File: src/rtl/program_counter_pkg.sv
// Shared CPU configuration: default widths and the program-counter state type.
package cpuConfig;

    // Default program-address width.
    localparam int P_SIZE = 6;
    // Default data-memory address width.
    localparam int A_SIZE = 6;
    // Default opcode width.
    localparam int O_SIZE = 4;

    // Program-counter sequencing states.
    typedef enum logic {
        RUN   = 1'b0,
        STALL = 1'b1
    } pcState_t;

    // Observation bundle: FSM state plus the qualified switch signals.
    typedef struct packed {
        pcState_t state;
        logic     sw_level;
        logic     sw_rise;
    } pc_debug_t;

endpackage

File: src/rtl/switch_sync.sv
// Two-flop synchroniser plus history flop for a raw board switch.
// level is the synchronised switch; rise pulses for one cycle on a 0->1 change.
module switch_sync (
    input  logic clk,
    input  logic nReset,
    input  logic raw,
    output logic level,
    output logic rise
);

    logic meta;
    logic sync;
    logic hist;

    // Shift the raw switch through the synchroniser and the history flop.
    always_ff @(posedge clk or negedge nReset) begin
        if (!nReset) begin
            meta <= 1'b0;
            sync <= 1'b0;
            hist <= 1'b0;
        end else begin
            meta <= raw;
            sync <= meta;
            hist <= sync;
        end
    end

    assign level = sync;
    assign rise  = sync & ~hist;

endmodule

File: src/rtl/program_counter.sv
// Program counter with a RUN/STALL sequencer. A stall is released by the decoder
// advancing, and the decoder is told to advance by a qualified switch press.
// Optional feature macro: PC_BRANCH_EN adds branchEn/branchOffset and a
// relative-branch adder (taken only when the decoder advances).
module program_counter #(
    parameter int P_SIZE = cpuConfig::P_SIZE
) (
    input  logic                 clk,
    input  logic                 nReset,
    input  logic                 pcInc,
    input  logic                 demoSwitch,
`ifdef PC_BRANCH_EN
    input  logic                 branchEn,
    input  logic [P_SIZE-1:0]    branchOffset,
`endif
    output logic [P_SIZE-1:0]    pcAddr,
    output logic                 stalled,
    output logic                 swPress,
    output cpuConfig::pc_debug_t dbg
);

    import cpuConfig::pcState_t;
    import cpuConfig::RUN;
    import cpuConfig::STALL;

    pcState_t          state;
    logic              sw_level;
    logic              sw_rise;
    logic [P_SIZE-1:0] next_addr;

    switch_sync u_switch_sync (
        .clk    (clk),
        .nReset (nReset),
        .raw    (demoSwitch),
        .level  (sw_level),
        .rise   (sw_rise)
    );

    // Address loaded whenever the decoder advances; wraps modulo 2^P_SIZE.
    always_comb begin
        next_addr = pcAddr + P_SIZE'(1);
`ifdef PC_BRANCH_EN
        // Offset is two's complement at full width, so a plain add sign-extends.
        if (branchEn) begin
            next_addr = pcAddr + branchOffset;
        end
`endif
    end

    // Sequencer: advance or stall; latch a switch press only while stalled.
    // Leaving STALL clears swPress even if a new edge arrives on the same cycle.
    always_ff @(posedge clk or negedge nReset) begin
        if (!nReset) begin
            state   <= RUN;
            pcAddr  <= '0;
            swPress <= 1'b0;
        end else begin
            case (state)
                RUN: begin
                    // Edges seen while running are dropped so they cannot
                    // release a stall that has not happened yet.
                    swPress <= 1'b0;
                    if (pcInc) begin
                        pcAddr <= next_addr;
                    end else begin
                        state <= STALL;
                    end
                end
                STALL: begin
                    if (pcInc) begin
                        pcAddr  <= next_addr;
                        state   <= RUN;
                        swPress <= 1'b0;
                    end else if (sw_rise) begin
                        swPress <= 1'b1;
                    end
                end
                default: begin
                    state   <= RUN;
                    swPress <= 1'b0;
                end
            endcase
        end
    end

    assign stalled      = (state == STALL);
    assign dbg.state    = state;
    assign dbg.sw_level = sw_level;
    assign dbg.sw_rise  = sw_rise;

endmodule
File: config.mk
export PLATFORM = sky130hd
export DESIGN_NAME = program_counter
export DESIGN_NICKNAME = d
export VERILOG_FILES = /design/src/rtl/program_counter_pkg.sv /design/src/rtl/switch_sync.sv /design/src/rtl/program_counter.sv
export SDC_FILE = /design/constraint.sdc
export NUM_CORES = 1
export LEC_CHECK = 0
export CAP_MARGIN = 20
export CORE_AREA = 8 8 45 47
export DETAILED_ROUTE_END_ITERATION = 6
export DIE_AREA = 0 0 53 55
export PLACE_DENSITY_LB_ADDON = 0.3
export SLEW_MARGIN = 20
export SYNTH_ARGS = -nofsm -noshare
export SYNTH_HDL_FRONTEND = slang
export SYNTH_HIERARCHICAL = 1
export SYNTH_SLANG_ARGS = --single-unit
export TNS_END_PERCENT = 50
File: constraint.sdc
create_clock -name clk -period 1.3 [get_ports clk]
set_clock_uncertainty 0.05 [all_clocks]
set_input_delay 0.26 -clock clk [delete_from_list [all_inputs] [get_ports clk]]
set_output_delay 0.26 -clock clk [all_outputs]
set_load 0.05 [all_outputs]
======== Word level (Yosys, flattened, before mapping) ========
Index checks and enable logic that the tools add are counted.
W data, S select, Z words.
storage, ports and cells
  word-level logic and storage cells ...... 16
  flip-flop bits (word level) ............. 11
operators by class
  add/subtract/negate cells ............... 1
  muxes and demuxes ....................... 5
  bitwise operators ....................... 3
  equality and inequality tests ........... 1
operators by type and width
  operator               count
  $add A6 B1 Y6 const B  1
  $mux W6                1
  $mux W1                3
  $ne A3 B2 Y1 const B   1
  $not A1 Y1             2
  $pmux W1 S2            1
  $and A1 B1 Y1          1

======== Longest topological paths before layout ========
  depth in word-level cells ............... 5
  depth in mapped cells ................... 3

======== By module ========
Netlist, hierarchy kept.
modules (own cells, without submodules)
  module           area an instance (um2)  instances  cells each
  program_counter  336.6                   1          25
  switch_sync      88.8                    1          4

======== Least setup slack after synthesis ========
No wires, ideal clock.
  path kind ............................... register to register
  start point ............................. register pcAddr[0]
  end point ............................... register pcAddr[1]
  path slack .............................. -101 ps
  required time ........................... 1125 ps
  library setup time ...................... 125 ps
  clock period less this slack ............ 1401 ps
  path buffers ............................ 0
  stages on the path, launching flop included .. 3
  arrival time ............................ 1226 ps
  cell sequence ........................... dfrtp_1 -> ha_1 -> mux2_2
on the way
  word-level cells in the longest chain between the ends .. 2
ends and longest elaborated chain
  what                    RTL line                                      text
  start, declared         program_counter.sv:16                         output logic [P_SIZE-1:0] pcAddr,
  start signal, assigned  program_counter.sv:64                         pcAddr <= next_addr;
  start signal, assigned  program_counter.sv:71                         pcAddr <= next_addr;
  $add A6 B1 Y6           program_counter.sv:41                         next_addr = pcAddr + P_SIZE'(1);
  net next_addr[1]        program_counter.sv:29                         logic [P_SIZE-1:0] next_addr;
  $mux W6                 program_counter.sv:63, program_counter.sv:70
The timed path passes the listed nets, and every way through them passes these cells. The select of a mux whose other input is x is not followed.
A chain may end at the register's enable or synchronous reset.

==> summary.md <==
| Metric | Value |
|---|---|
| Fraction of final layout cells sized beyond drive strength 1 | `48.9%` |
| Type of the worst setup path | `flip-flop to primary output` |
| Drt initial violations | `4` |
| Mapped Avg Cell Area | `~15 um2` |
| Setup repair after global routing missed its margin | `no` |
| Largest net degree at the start of global routing | `12` |
| Port buffer count | `14` |
| DR pass1 iterations | `2` |
| Seq/Total Area, Yosys | `between 60% and 70%` |
| Sum of met3 wire segment lengths after detailed routing | `between 80 and 90 um` |
| Slew HR | `between 60% and 70%` |
| Max Slew Vio Count | `0` |
| Clock tree from TritonCTS | `built` |
| Top routing layer in use | `met3` |
| Non-Filler Cell Area, Final | `724 um2` |
| Type of the tightest min-delay check | `primary input to async pin` |
| Number of nets in the layout | `53` |
| Overall global routing resource usage | `6.80%` |
| Fraction of the core area covered by cells at the end of the flow | `52.4%` |
| Final period util | `a little over nine tenths` |
| Syn Nets | `34` |
| Count of yosys warnings during synthesis | `6` |
| Post-synthesis cell type with the largest combined area | `dfrtp_1` |
| Synth top area share | `64.7%` |
| DRT antenna net count | `0` |
| Final GP Congestion | `about 0.64` |
| Final hold vios | `0` |
| Antenna diode instance count | `0` |
| Highest Clock Rate | `798 MHz` |
| Distinct cell type count of the synthesized netlist | `13` |
| Highest net fanout along the worst path | `2` |
| Cells after Synth | `29` |
| Worst path arrival time | `0.94 ns` |
| First-pass GRT wire length | `about 1400 um` |
| GRT Residual Overflow | `0` |
| Biggest area contributors in the synthesized netlist | `dfrtp_1 65%, xnor2_1 6.2%, buf_4 5.3%` |
| Final routed wirelength across all metal layers | `between 800 and 900 um` |
| Number of vias in the routed layout | `269` |
| Worst hold slack | `0.270 ns` |
| Total number of placement rows | `14` |
| Number of clock buffers inserted by TritonCTS | `3` |
| Via count of the first global-routing pass | `about 320` |
| Area of the core | `~1400 um2` |
| Transition time of the tightest slew-check pin | `approximately 0.47 ns` |
| Routed length on met2 | `between 400 and 500 um` |
| Clock-pin slew on the worst setup and hold paths | `about 0.070 ns` |
| Detailed-route wire length per cell | `between 10 and 15 um` |
| Number of buffers on the longest clock path | `2` |
| Number of setup violations in the final report | `0` |
| Crit start category | `flip-flop` |
| Ratio of total power to cell area | `approximately 2500 nW/um2` |
| Overall die width | `around 53 um` |
| Status | `complete, no violations` |
| Number of buffers inserted by hold repair at cts | `0` |
| Deepest level of the CTS H-tree | `1` |
| Number of max-cap violations | `0` |
| Sink count of the clock tree | `11` |
| Synth-to-layout area growth | `70.3%` |
| Initial cell density of the core | `around 30%` |
| Detailed Place HPWL | `between 600 and 700 um` |
| Die ar. | `between 2000 and 3000 um2` |
| Crit path time final | `roughly 1.3 ns` |
| Post-Synthesis Cell Area | `about 430 um2` |
| Data required time of the worst path | `roughly 0.99 ns` |
| Via-to-Cell Ratio | `4.27` |
| Peak VDD IR | `approximately 1.8 mV` |
| Layout filler cell count | `between 100 and 150` |
| Yosys reg bits | `11` |
| # DRC | `0` |
| I/O pin count | `15` |
| Insertion delay to the later sink of the worst-skew pair | `between 0.2 and 0.3 ns` |
| Dpl cell area | `around 690 um2` |
| Number of antenna violations at the first check in global routing | `0` |
| Critical path capture point type | `primary output` |
| DIE HEIGHT | `roughly 55 um` |
| Worst-case setup slack after placement | `-0.117 ns` |
| Met1 wire length | `299 um` |
| Clock tree root buffer cell | `clkbuf_4` |
| Min setup slack post-route | `0.0461 ns` |
| Reported leakage power | `~0.00034 uW` |
[cells by family after synthesis]
| group | share of synthesized area, % |
|---|---|
| buffers and inverters | 6.18 |
| flip-flops | 64.7 |
| AO/OA/AOI/OAI | 2.35 |
| multiplexers | 2.65 |
| adder cells (fa/ha/maj) | 2.94 |
| AND/OR/NAND/NOR | 10.9 |
| XOR/XNOR | 10.3 |
[cell type report]
| type | count | area (um2) | area share (%) |
|---|---|---|---|
| Sequential cell | 11 | 278 | 38.3 |
| Inverter | 1 | 3.75 | 0.518 |
| Multi-Input combinational cell | 14 | 124 | 17.1 |
| Tap cell | 16 | 20.0 | 2.76 |
| Clock buffer | 4 | 26.3 | 3.63 |
| Timing Repair Buffer | 17 | 273 | 37.7 |
[final timing paths]
| check | startpoint | cells after the start | endpoint | slack (ns) |
|---|---|---|---|---|
| worst max-delay path | u_switch_sync/hist | 2 | dbg[0] | 0.05 |
| max in group asynchronous | nReset | 1 | pcAddr[0] | 0.58 |
| worst min-delay path | nReset | 1 | pcAddr[5] | 0.27 |
| worst min register to register | u_switch_sync/meta | 0 | u_switch_sync/level | 0.30 |
| worst max register to register | pcAddr[0] | 2 | pcAddr[1] | 0.11 |
| min in group clk | u_switch_sync/meta | 0 | u_switch_sync/level | 0.30 |
[placed cells by master (no fill, tap or decap), drive strengths merged]
cell           count
nor2b              1
clkdlybuf4s50      3
nand4              2
ha                 1
buf               14
o211a              1
nor2               1
clkbuf             4
dfrtp             11
nand2              2
mux2               1
xnor2              3
xor2               2
inv                1
[state kept, by name (all words and copies together) (netlist names)]
name,flops
u_switch_sync/meta,1
u_switch_sync/hist,1
stalled,1
pcAddr,6
swPress,1
u_switch_sync/level,1
[power by group]
group / internal (uW) / switching [uW] / total, uW
clock: 118 / 106 / 224
sequential: 454 / 174 / 628
combinational: 497 / 490 / 986
[synth_stat cells]
cell	instances
mux2_2	1
nor2b_4	1
nand2_1	2
nand4_2	1
ha_1	1
nor2_2	1
nand4_1	1
xor2_1	2
o211a_1	1
dfrtp_1	11
xnor2_1	3
inv_1	1
buf_4	3
[metrics by stage]
step / setup TNS (ns) / instances / total power (uW)
after floorplan: 0 / 29 / 1070
after global placement: -0.101 / 58 / 1600
after detailed placement: -0.306 / 58 / 1630
after CTS: 0 / 63 / 1870
after global routing: 0 / 63 / 1950
final: 0 / 63 / 1840
[routing by layer]
metal  vias to the layer above  GRT usage [%]
met5                         -              0
met4                         0           5.17
met3                         0           3.21
met2                         9           11.1
met1                       134           6.58
li1                        126              -
[worst max-delay path, cell delays in order, from the launching register on]
cell	delay (ns)
dfrtp_1	0.40
nor2b_4	0.15
buf_12	0.14
[timing repair]
item,4_1_cts,5_1_grt
setup buffers,1,0
endpoints found under the setup margin,1,0
endpoints found under the hold margin,0,0
gates resized for setup,0,0
(Power assumes the default switching activity.)
